===== src/rtl/uc_sequencia_param_pkg.sv =====
// Shared encodings for the sequence-check control unit: 4-bit state codes
// (these double as the debug codes on db_estado) and the illegal-state code.
package uc_sequencia_pkg;

    localparam logic [3:0] ST_INICIAL     = 4'h0;
    localparam logic [3:0] ST_PREPARACAO  = 4'h1;
    localparam logic [3:0] ST_ESPERA      = 4'h2;
    localparam logic [3:0] ST_REGISTRA    = 4'h4;
    localparam logic [3:0] ST_COMPARACAO  = 4'h5;
    localparam logic [3:0] ST_PROXIMO     = 4'h6;
    localparam logic [3:0] ST_FIM_ACERTO  = 4'hA;
    localparam logic [3:0] ST_FIM_TIMEOUT = 4'hC;
    localparam logic [3:0] ST_FIM_ERRO    = 4'hE;

    localparam logic [3:0] DB_ILEGAL      = 4'hF;

    typedef enum logic [3:0] {
        INICIAL     = ST_INICIAL,
        PREPARACAO  = ST_PREPARACAO,
        ESPERA      = ST_ESPERA,
        REGISTRA    = ST_REGISTRA,
        COMPARACAO  = ST_COMPARACAO,
        PROXIMO     = ST_PROXIMO,
        FIM_ACERTO  = ST_FIM_ACERTO,
        FIM_TIMEOUT = ST_FIM_TIMEOUT,
        FIM_ERRO    = ST_FIM_ERRO
    } estado_t;

endpackage


===== src/rtl/uc_sequencia_param_if.sv =====
// Control/status bundle between the top level + datapath (master) and the
// sequence control unit (slave).
interface uc_sequencia_param_if #(
    parameter int TIMEOUT_CYCLES = 5000
);
    localparam int TO_W = $clog2(TIMEOUT_CYCLES + 1);

    logic            iniciar;
    logic            jogada;
    logic            igual;
    logic            fimC;
    logic            modo_timeout;
    logic            zeraC;
    logic            zeraR;
    logic            contaC;
    logic            registraR;
    logic            pronto;
    logic            acertou;
    logic            errou;
    logic            timeout;
    logic [3:0]      db_estado;
    logic [TO_W-1:0] db_timeout;

    modport master (
        output iniciar, jogada, igual, fimC, modo_timeout,
        input  zeraC, zeraR, contaC, registraR, pronto, acertou, errou, timeout,
        input  db_estado, db_timeout
    );

    modport slave (
        input  iniciar, jogada, igual, fimC, modo_timeout,
        output zeraC, zeraR, contaC, registraR, pronto, acertou, errou, timeout,
        output db_estado, db_timeout
    );
endinterface


===== src/rtl/uc_sequencia_param_contador_timeout.sv =====
// Saturating wait-time counter. clear has priority over enable; the count
// parks at TIMEOUT_CYCLES-1 so a frozen-then-resumed wait never wraps.
module contador_timeout #(
    parameter  int TIMEOUT_CYCLES = 5000,
    localparam int TO_W = $clog2(TIMEOUT_CYCLES + 1)
) (
    input  logic            clock,
    input  logic            reset,
    input  logic            clear,
    input  logic            enable,
    output logic [TO_W-1:0] count,
    output logic            fim
);
    localparam logic [TO_W-1:0] LAST = TO_W'(TIMEOUT_CYCLES - 1);

    logic [TO_W-1:0] count_r;

    // Count register: clear, saturating increment, or hold.
    always_ff @(posedge clock or posedge reset) begin
        if (reset) begin
            count_r <= '0;
        end else if (clear) begin
            count_r <= '0;
        end else if (enable && (count_r != LAST)) begin
            count_r <= count_r + {{(TO_W-1){1'b0}}, 1'b1};
        end else begin
            count_r <= count_r;
        end
    end

    assign count = count_r;
    assign fim   = (count_r == LAST);
endmodule


===== src/rtl/uc_sequencia_param.sv =====
// Moore control unit for the sequence-check game: wait for a move, register
// it, compare, advance; ends in pass, fail or timeout and restarts on iniciar.
// Outputs are flops loaded from the next state so they line up with the
// state register and never glitch.
module uc_sequencia_param
    import uc_sequencia_pkg::*;
#(
    parameter int TIMEOUT_CYCLES = 5000
) (
    input  logic                 clock,
    input  logic                 reset,
    uc_sequencia_param_if.slave  bus
);
    localparam int TO_W = $clog2(TIMEOUT_CYCLES + 1);

    estado_t         state_r;
    estado_t         next_state_s;
    logic [TO_W-1:0] count_s;
    logic            fim_s;

    logic            zera_c_r;
    logic            zera_r_r;
    logic            conta_c_r;
    logic            registra_r_r;
    logic            pronto_r;
    logic            acertou_r;
    logic            errou_r;
    logic            timeout_r;
    logic [3:0]      db_estado_r;

    contador_timeout #(.TIMEOUT_CYCLES(TIMEOUT_CYCLES)) u_contador (
        .clock  (clock),
        .reset  (reset),
        .clear  (state_r != ESPERA),
        .enable (bus.modo_timeout),
        .count  (count_s),
        .fim    (fim_s)
    );

    // State register.
    always_ff @(posedge clock or posedge reset) begin
        if (reset) begin
            state_r <= INICIAL;
        end else begin
            state_r <= next_state_s;
        end
    end

    // Next-state logic; a move in espera beats a simultaneous timeout.
    always_comb begin
        next_state_s = INICIAL;
        case (state_r)
            INICIAL:     next_state_s = bus.iniciar ? PREPARACAO : INICIAL;
            PREPARACAO:  next_state_s = ESPERA;
            ESPERA: begin
                if (bus.jogada) begin
                    next_state_s = REGISTRA;
                end else if (bus.modo_timeout && fim_s) begin
                    next_state_s = FIM_TIMEOUT;
                end else begin
                    next_state_s = ESPERA;
                end
            end
            REGISTRA:    next_state_s = COMPARACAO;
            COMPARACAO: begin
                if (!bus.igual) begin
                    next_state_s = FIM_ERRO;
                end else if (bus.fimC) begin
                    next_state_s = FIM_ACERTO;
                end else begin
                    next_state_s = PROXIMO;
                end
            end
            PROXIMO:     next_state_s = ESPERA;
            FIM_ACERTO:  next_state_s = bus.iniciar ? PREPARACAO : FIM_ACERTO;
            FIM_ERRO:    next_state_s = bus.iniciar ? PREPARACAO : FIM_ERRO;
            FIM_TIMEOUT: next_state_s = bus.iniciar ? PREPARACAO : FIM_TIMEOUT;
            default:     next_state_s = INICIAL;
        endcase
    end

    // Output decode, registered from the next state.
    always_ff @(posedge clock or posedge reset) begin
        if (reset) begin
            zera_c_r     <= 1'b1;
            zera_r_r     <= 1'b1;
            conta_c_r    <= 1'b0;
            registra_r_r <= 1'b0;
            pronto_r     <= 1'b0;
            acertou_r    <= 1'b0;
            errou_r      <= 1'b0;
            timeout_r    <= 1'b0;
            db_estado_r  <= ST_INICIAL;
        end else begin
            zera_c_r     <= 1'b0;
            zera_r_r     <= 1'b0;
            conta_c_r    <= 1'b0;
            registra_r_r <= 1'b0;
            pronto_r     <= 1'b0;
            acertou_r    <= 1'b0;
            errou_r      <= 1'b0;
            timeout_r    <= 1'b0;
            case (next_state_s)
                INICIAL, PREPARACAO: begin
                    zera_c_r <= 1'b1;
                    zera_r_r <= 1'b1;
                end
                REGISTRA:    registra_r_r <= 1'b1;
                PROXIMO:     conta_c_r    <= 1'b1;
                FIM_ACERTO: begin
                    pronto_r  <= 1'b1;
                    acertou_r <= 1'b1;
                end
                FIM_ERRO: begin
                    pronto_r <= 1'b1;
                    errou_r  <= 1'b1;
                end
                FIM_TIMEOUT: begin
                    pronto_r  <= 1'b1;
                    timeout_r <= 1'b1;
                end
                default: ;
            endcase
            case (next_state_s)
                INICIAL, PREPARACAO, ESPERA, REGISTRA, COMPARACAO, PROXIMO,
                FIM_ACERTO, FIM_ERRO, FIM_TIMEOUT: db_estado_r <= next_state_s;
                default:                            db_estado_r <= DB_ILEGAL;
            endcase
        end
    end

    assign bus.zeraC      = zera_c_r;
    assign bus.zeraR      = zera_r_r;
    assign bus.contaC     = conta_c_r;
    assign bus.registraR  = registra_r_r;
    assign bus.pronto     = pronto_r;
    assign bus.acertou    = acertou_r;
    assign bus.errou      = errou_r;
    assign bus.timeout    = timeout_r;
    assign bus.db_estado  = db_estado_r;
    assign bus.db_timeout = count_s;
endmodule

===== src/flat_wrapper.sv =====
// flat-port wrapper written by rule: the top's interface ports become plain ports
module uc_sequencia_param_flat import uc_sequencia_pkg::*;
#(
    parameter int TIMEOUT_CYCLES = 5000
)
  (clock, reset, bus_iniciar, bus_jogada, bus_igual, bus_fimC, bus_modo_timeout, bus_zeraC, bus_zeraR, bus_contaC, bus_registraR, bus_pronto, bus_acertou, bus_errou, bus_timeout, bus_db_estado, bus_db_timeout);
  uc_sequencia_param_if #(.TIMEOUT_CYCLES(TIMEOUT_CYCLES)) bus_i ();
  input  logic clock;
  input  logic reset;
  input wire logic [$bits(bus_i.iniciar)-1:0] bus_iniciar;
  input wire logic [$bits(bus_i.jogada)-1:0] bus_jogada;
  input wire logic [$bits(bus_i.igual)-1:0] bus_igual;
  input wire logic [$bits(bus_i.fimC)-1:0] bus_fimC;
  input wire logic [$bits(bus_i.modo_timeout)-1:0] bus_modo_timeout;
  output wire logic [$bits(bus_i.zeraC)-1:0] bus_zeraC;
  output wire logic [$bits(bus_i.zeraR)-1:0] bus_zeraR;
  output wire logic [$bits(bus_i.contaC)-1:0] bus_contaC;
  output wire logic [$bits(bus_i.registraR)-1:0] bus_registraR;
  output wire logic [$bits(bus_i.pronto)-1:0] bus_pronto;
  output wire logic [$bits(bus_i.acertou)-1:0] bus_acertou;
  output wire logic [$bits(bus_i.errou)-1:0] bus_errou;
  output wire logic [$bits(bus_i.timeout)-1:0] bus_timeout;
  output wire logic [$bits(bus_i.db_estado)-1:0] bus_db_estado;
  output wire logic [$bits(bus_i.db_timeout)-1:0] bus_db_timeout;
  assign bus_i.iniciar = bus_iniciar;
  assign bus_i.jogada = bus_jogada;
  assign bus_i.igual = bus_igual;
  assign bus_i.fimC = bus_fimC;
  assign bus_i.modo_timeout = bus_modo_timeout;
  assign bus_zeraC = bus_i.zeraC;
  assign bus_zeraR = bus_i.zeraR;
  assign bus_contaC = bus_i.contaC;
  assign bus_registraR = bus_i.registraR;
  assign bus_pronto = bus_i.pronto;
  assign bus_acertou = bus_i.acertou;
  assign bus_errou = bus_i.errou;
  assign bus_timeout = bus_i.timeout;
  assign bus_db_estado = bus_i.db_estado;
  assign bus_db_timeout = bus_i.db_timeout;
  uc_sequencia_param #(.TIMEOUT_CYCLES(TIMEOUT_CYCLES)) u_core (.clock(clock), .reset(reset), .bus(bus_i));
endmodule

===== config.mk =====
export PLATFORM = sky130hd
export DESIGN_NAME = uc_sequencia_param_flat
export DESIGN_NICKNAME = d
export VERILOG_FILES = /design/src/rtl/uc_sequencia_param_pkg.sv /design/src/rtl/uc_sequencia_param_if.sv /design/src/rtl/uc_sequencia_param_contador_timeout.sv /design/src/rtl/uc_sequencia_param.sv /design/src/flat_wrapper.sv
export SDC_FILE = /design/constraint.sdc
export NUM_CORES = 1
export LEC_CHECK = 0
export BUFFER_PORTS_ARGS = -buffer_cell sky130_fd_sc_hd__buf_2
export CORE_ASPECT_RATIO = 1.25
export CORE_MARGIN = 5
export CORE_UTILIZATION = 55
export CTS_CLUSTER_DIAMETER = 60
export DETAILED_ROUTE_END_ITERATION = 12
export GPL_ROUTABILITY_DRIVEN = 0
export PLACE_DENSITY = 0.78
export SLEW_MARGIN = 10
export SYNTH_ARGS = -nofsm -noshare
export SYNTH_HDL_FRONTEND = slang
export SYNTH_HIERARCHICAL = 1
export SYNTH_SLANG_ARGS = --single-unit

===== constraint.sdc =====
create_clock -name clock -period 3.7 [get_ports clock]
set_clock_uncertainty 0.15 [all_clocks]
set_input_delay 0.74 -clock clock [delete_from_list [all_inputs] [get_ports clock]]
set_output_delay 0.74 -clock clock [all_outputs]
set_load 0.01 [all_outputs]

==> results.tsv <==
metric	value	unit
port bufs	31	
R2R cell count	6	
Net Sw Frac	0.3552	
slack of the worst reg-to-reg path	1.14	ns
internal power	532.7	uW
worst voltage drop across the vdd grid	468.2	uV
crit path max-delay cell type	or4_4	
clock tree from TritonCTS	done	
most used routing layer in global routing	met2	
largest stage delay on the critical path	0.57	ns
Die Y	66.31	um
number of different library cells in the post-synthesis netlist	43	
Slew Limit Headroom	0.4833	
number of DRC markers in iteration 0	28	
met1 Track Usage GR	0.2146	
Critical Path Most Common Cell	nor3_1	
type of destination of the critical path	register	
post-synth design cell area	0.001395	mm^2
Core Area	0.002427	mm^2
final clock period utilization by the worst path	0.6906	
fraction of the yosys area taken by sequential cells	0.5031	
global-route wire length before repair	4733	um
full die area	0.003650	mm^2
final WL	2908	um
I/O pin total	32	
worst-margin pin slew	0.7726	ns
path type of the worst setup path	register to register	
total leakage power	0.0007721	uW
setup repair after global routing missed its margin	false	
EDFF count, synth	0	
count of TritonRoute iterations in the first routing pass	6	
required time at the worst-slack endpoint	3.79	ns
DIE WIDTH	55.05	um
final hold viol count	0	
fraction of post-synthesis cell area in the top cell type by area	0.4843	
cell family contributing the most delay on the critical path	simple AND/OR/NAND/NOR gates	
Clock Pin Slew Worst Setup and Hold Paths	0.14	ns
total global-route track usage	0.1765	
starting utilization of the core area	0.5747	
end of the worst register-to-register path	u_core/bus.registraR	
via count of the first global-routing pass	1053	
final sum of negative setup slack	0	ns
crit path launch type	register	
sequential share of power	0.505	
part of the power in combinational logic	0.320	
net total in the final layout	172	
most used flip-flop cell after synthesis	dfrtp_1	
fraction of layout cells with a size suffix above 1	0.2840	
GR met2 Demand/Resource	0.3062	
critical path, cell by cell	or4_4 > nor3_1 > a21oi_1 > nor3_1 > o32ai_1 > nor4b_2	
Worst R2R Start	u_core/u_contador/count[6]	
number of slew-limit violations in the final report	0	
power density over the cells	516.7	mW/mm^2
drc violations	0	
number of synthesized register bits	28	
Async SR Flop Fraction	1.000	
GRT met3 Usage	0.03160	
top-count cell post-synth	dfrtp_1	
routed length per instance	14.91	um
number of endpoints failing setup at the final stage	0	
least setup slack across all paths after layout	1.145	ns
shortest clock period the worst path allows after layout	2.555	ns
via count	1130	
run status	complete, no violations	
antenna-violating nets left	0	
fill count	204	
critical-path maximum fanout	7	
Buf+Inv Stages, Crit Path	0	
Non-Filler Cell Area, Final	0.001599	mm^2
latest clock arrival within the worst-skew pair	0.32	ns
total number of H-tree levels	1	
Post-Syn Nets	142	
post-cts resize count	0	
dpl ws	1.202	ns
Placement Cell Area	0.001563	mm^2
leading cell types by total area after synthesis	dfrtp_1 (48%), a21oi_1 (3.2%), nand4_1 (2.7%)	
initial antenna violation count	0	
Yosys warning count	6	
Data arrival, critical path	2.64	ns
total net switching power	293.5	uW
power share of the clock group	0.176	
total gr overflow	0	
count of antenna diodes in the layout	0	
maximum number of pins on one net before global-route repair	22	
maxcap violations	0	
post-CTS setup buffers	0	
Cells after Synth	133	
library cell occupying the most area in the post-synthesis netlist	dfrtp_1	
top post-synthesis cells by count	dfrtp_1 (27), a21oi_1 (9), nand2_1 (9), nor2_1 (9), o21ai_0 (7)	
Hold-fix buffers, CTS	0	
Max Buffers Root-to-Sink	2	
Peak Freq	0.3914	GHz
per-cell via count in the routed design	5.795	
Layout area overhead	14.62	%
clock tree root buffer cell	clkbuf_4	
CTS buffer count	3	
average instance area after synthesis	10.49	um^2
Num Clock Sinks	28	
path category of the worst min-delay check	primary input to async pin	
placed wire-length estimate after detailed placement	2175	um
Cell Rows	20	
==> registers in the layout, indices dropped and copies added, names as in the netlist <==
register and cells:
u_core/state_r 4, u_core/bus.registraR 1, u_core/bus.timeout 1, u_core/bus.pronto 1, u_core/bus.db_estado 4, u_core/bus.errou 1
u_core/bus.contaC 1, u_core/u_contador/count 13, u_core/bus.zeraR 1, u_core/bus.acertou 1
==> worst max-delay path by stage <==
stage | start | endpoint | slack, ns | depth (start not counted)
floorplan | u_core/u_contador/count[6] | u_core/bus.registraR | 1.41 | 6
global placement | u_core/u_contador/count[6] | u_core/bus.registraR | 1.28 | 6
detailed placement | u_core/u_contador/count[6] | u_core/bus.registraR | 1.20 | 6
CTS | u_core/u_contador/count[6] | u_core/bus.registraR | 1.16 | 6
global route | u_core/u_contador/count[6] | u_core/bus.registraR | 0.92 | 6
finish | u_core/u_contador/count[6] | u_core/bus.registraR | 1.14 | 6
==> layout make-up <==
cell class / instances / area [um^2] / area share
Inverter: 4 / 15.01 / 0.009390
Multi-Input combinational cell: 95 / 649.4 / 0.4061
Sequential cell: 28 / 701.9 / 0.4390
Timing Repair Buffer: 31 / 155.1 / 0.09703
Tap cell: 33 / 41.29 / 0.02582
Clock buffer: 4 / 36.28 / 0.02269
==> layout by cell type (no fill, tap or decap), types with 2 or more instances in the layout <==
cell,instances
buf_2,31
dfrtp_1,27
nor2_1,9
a21oi_1,9
nand2_1,9
o21ai_0,7
nand4_1,6
nor2b_1,5
or3_1,5
inv_1,4
nor3_1,4
clkbuf_4,3
mux2_2,3
nand2b_1,3
nand3_1,2
o32ai_1,2
nand4bb_1,2
and3b_1,2
a211o_1,2
o31ai_1,2
or4_1,2
nor4_1,2
ha_1,2
==> routing by layer <==
| layer | vias up | share of wire |
|---|---|---|
| li1 | 552 | - |
| met1 | 554 | 0.40 |
| met2 | 22 | 0.55 |
| met3 | 2 | 0.042 |
| met4 | 0 | 0.0052 |
| met5 | - | 0 |
==> worst reg2reg max path, stage by stage, from the launching register on <==
cell and delay, ns:
dfrtp_1 0.46, or4_4 0.57, nor3_1 0.34, a21oi_1 0.16
nor3_1 0.25, o32ai_1 0.26, nor4b_2 0.29
==> cells by family (layout without fill, tap and decap cells) <==
group | Yosys count | after routing | synth area share
buffers and inverters | 10 | 39 | 0.03138
xor gates and xnor gates | 1 | 1 | 0.006279
muxes | 4 | 4 | 0.03139
adders and majority gates | 2 | 2 | 0.01793
DFF | 28 | 28 | 0.5031
AOI/OAI and AO/OA | 29 | 29 | 0.1462
and+or+nand+nor | 59 | 59 | 0.2637
==> power groups by stage <==
stage	Clock (uW)	Combinational (uW)	Sequential, uW
finish	145	264	417
global route	164	298	426
CTS	152	268	415
detailed placement	0	268	420
global placement	0	259	418
floorplan	0	176	430
==> stage by stage <==
stage | hold slack, ns | total power [uW] | cells | util
final | 0.2903 | 826.2 | 195 | 0.6588
after global routing | 0.3072 | 888.0 | 195 | 0.6588
after CTS | 0.2904 | 835.2 | 195 | 0.6588
after detailed placement | 0.4264 | 687.3 | 191 | 0.6438
after global placement | 0.4186 | 677.3 | 191 | 0.6438
after floorplan | 0.3769 | 606.5 | 133 | -
Power figures use the tool's default switching activity.
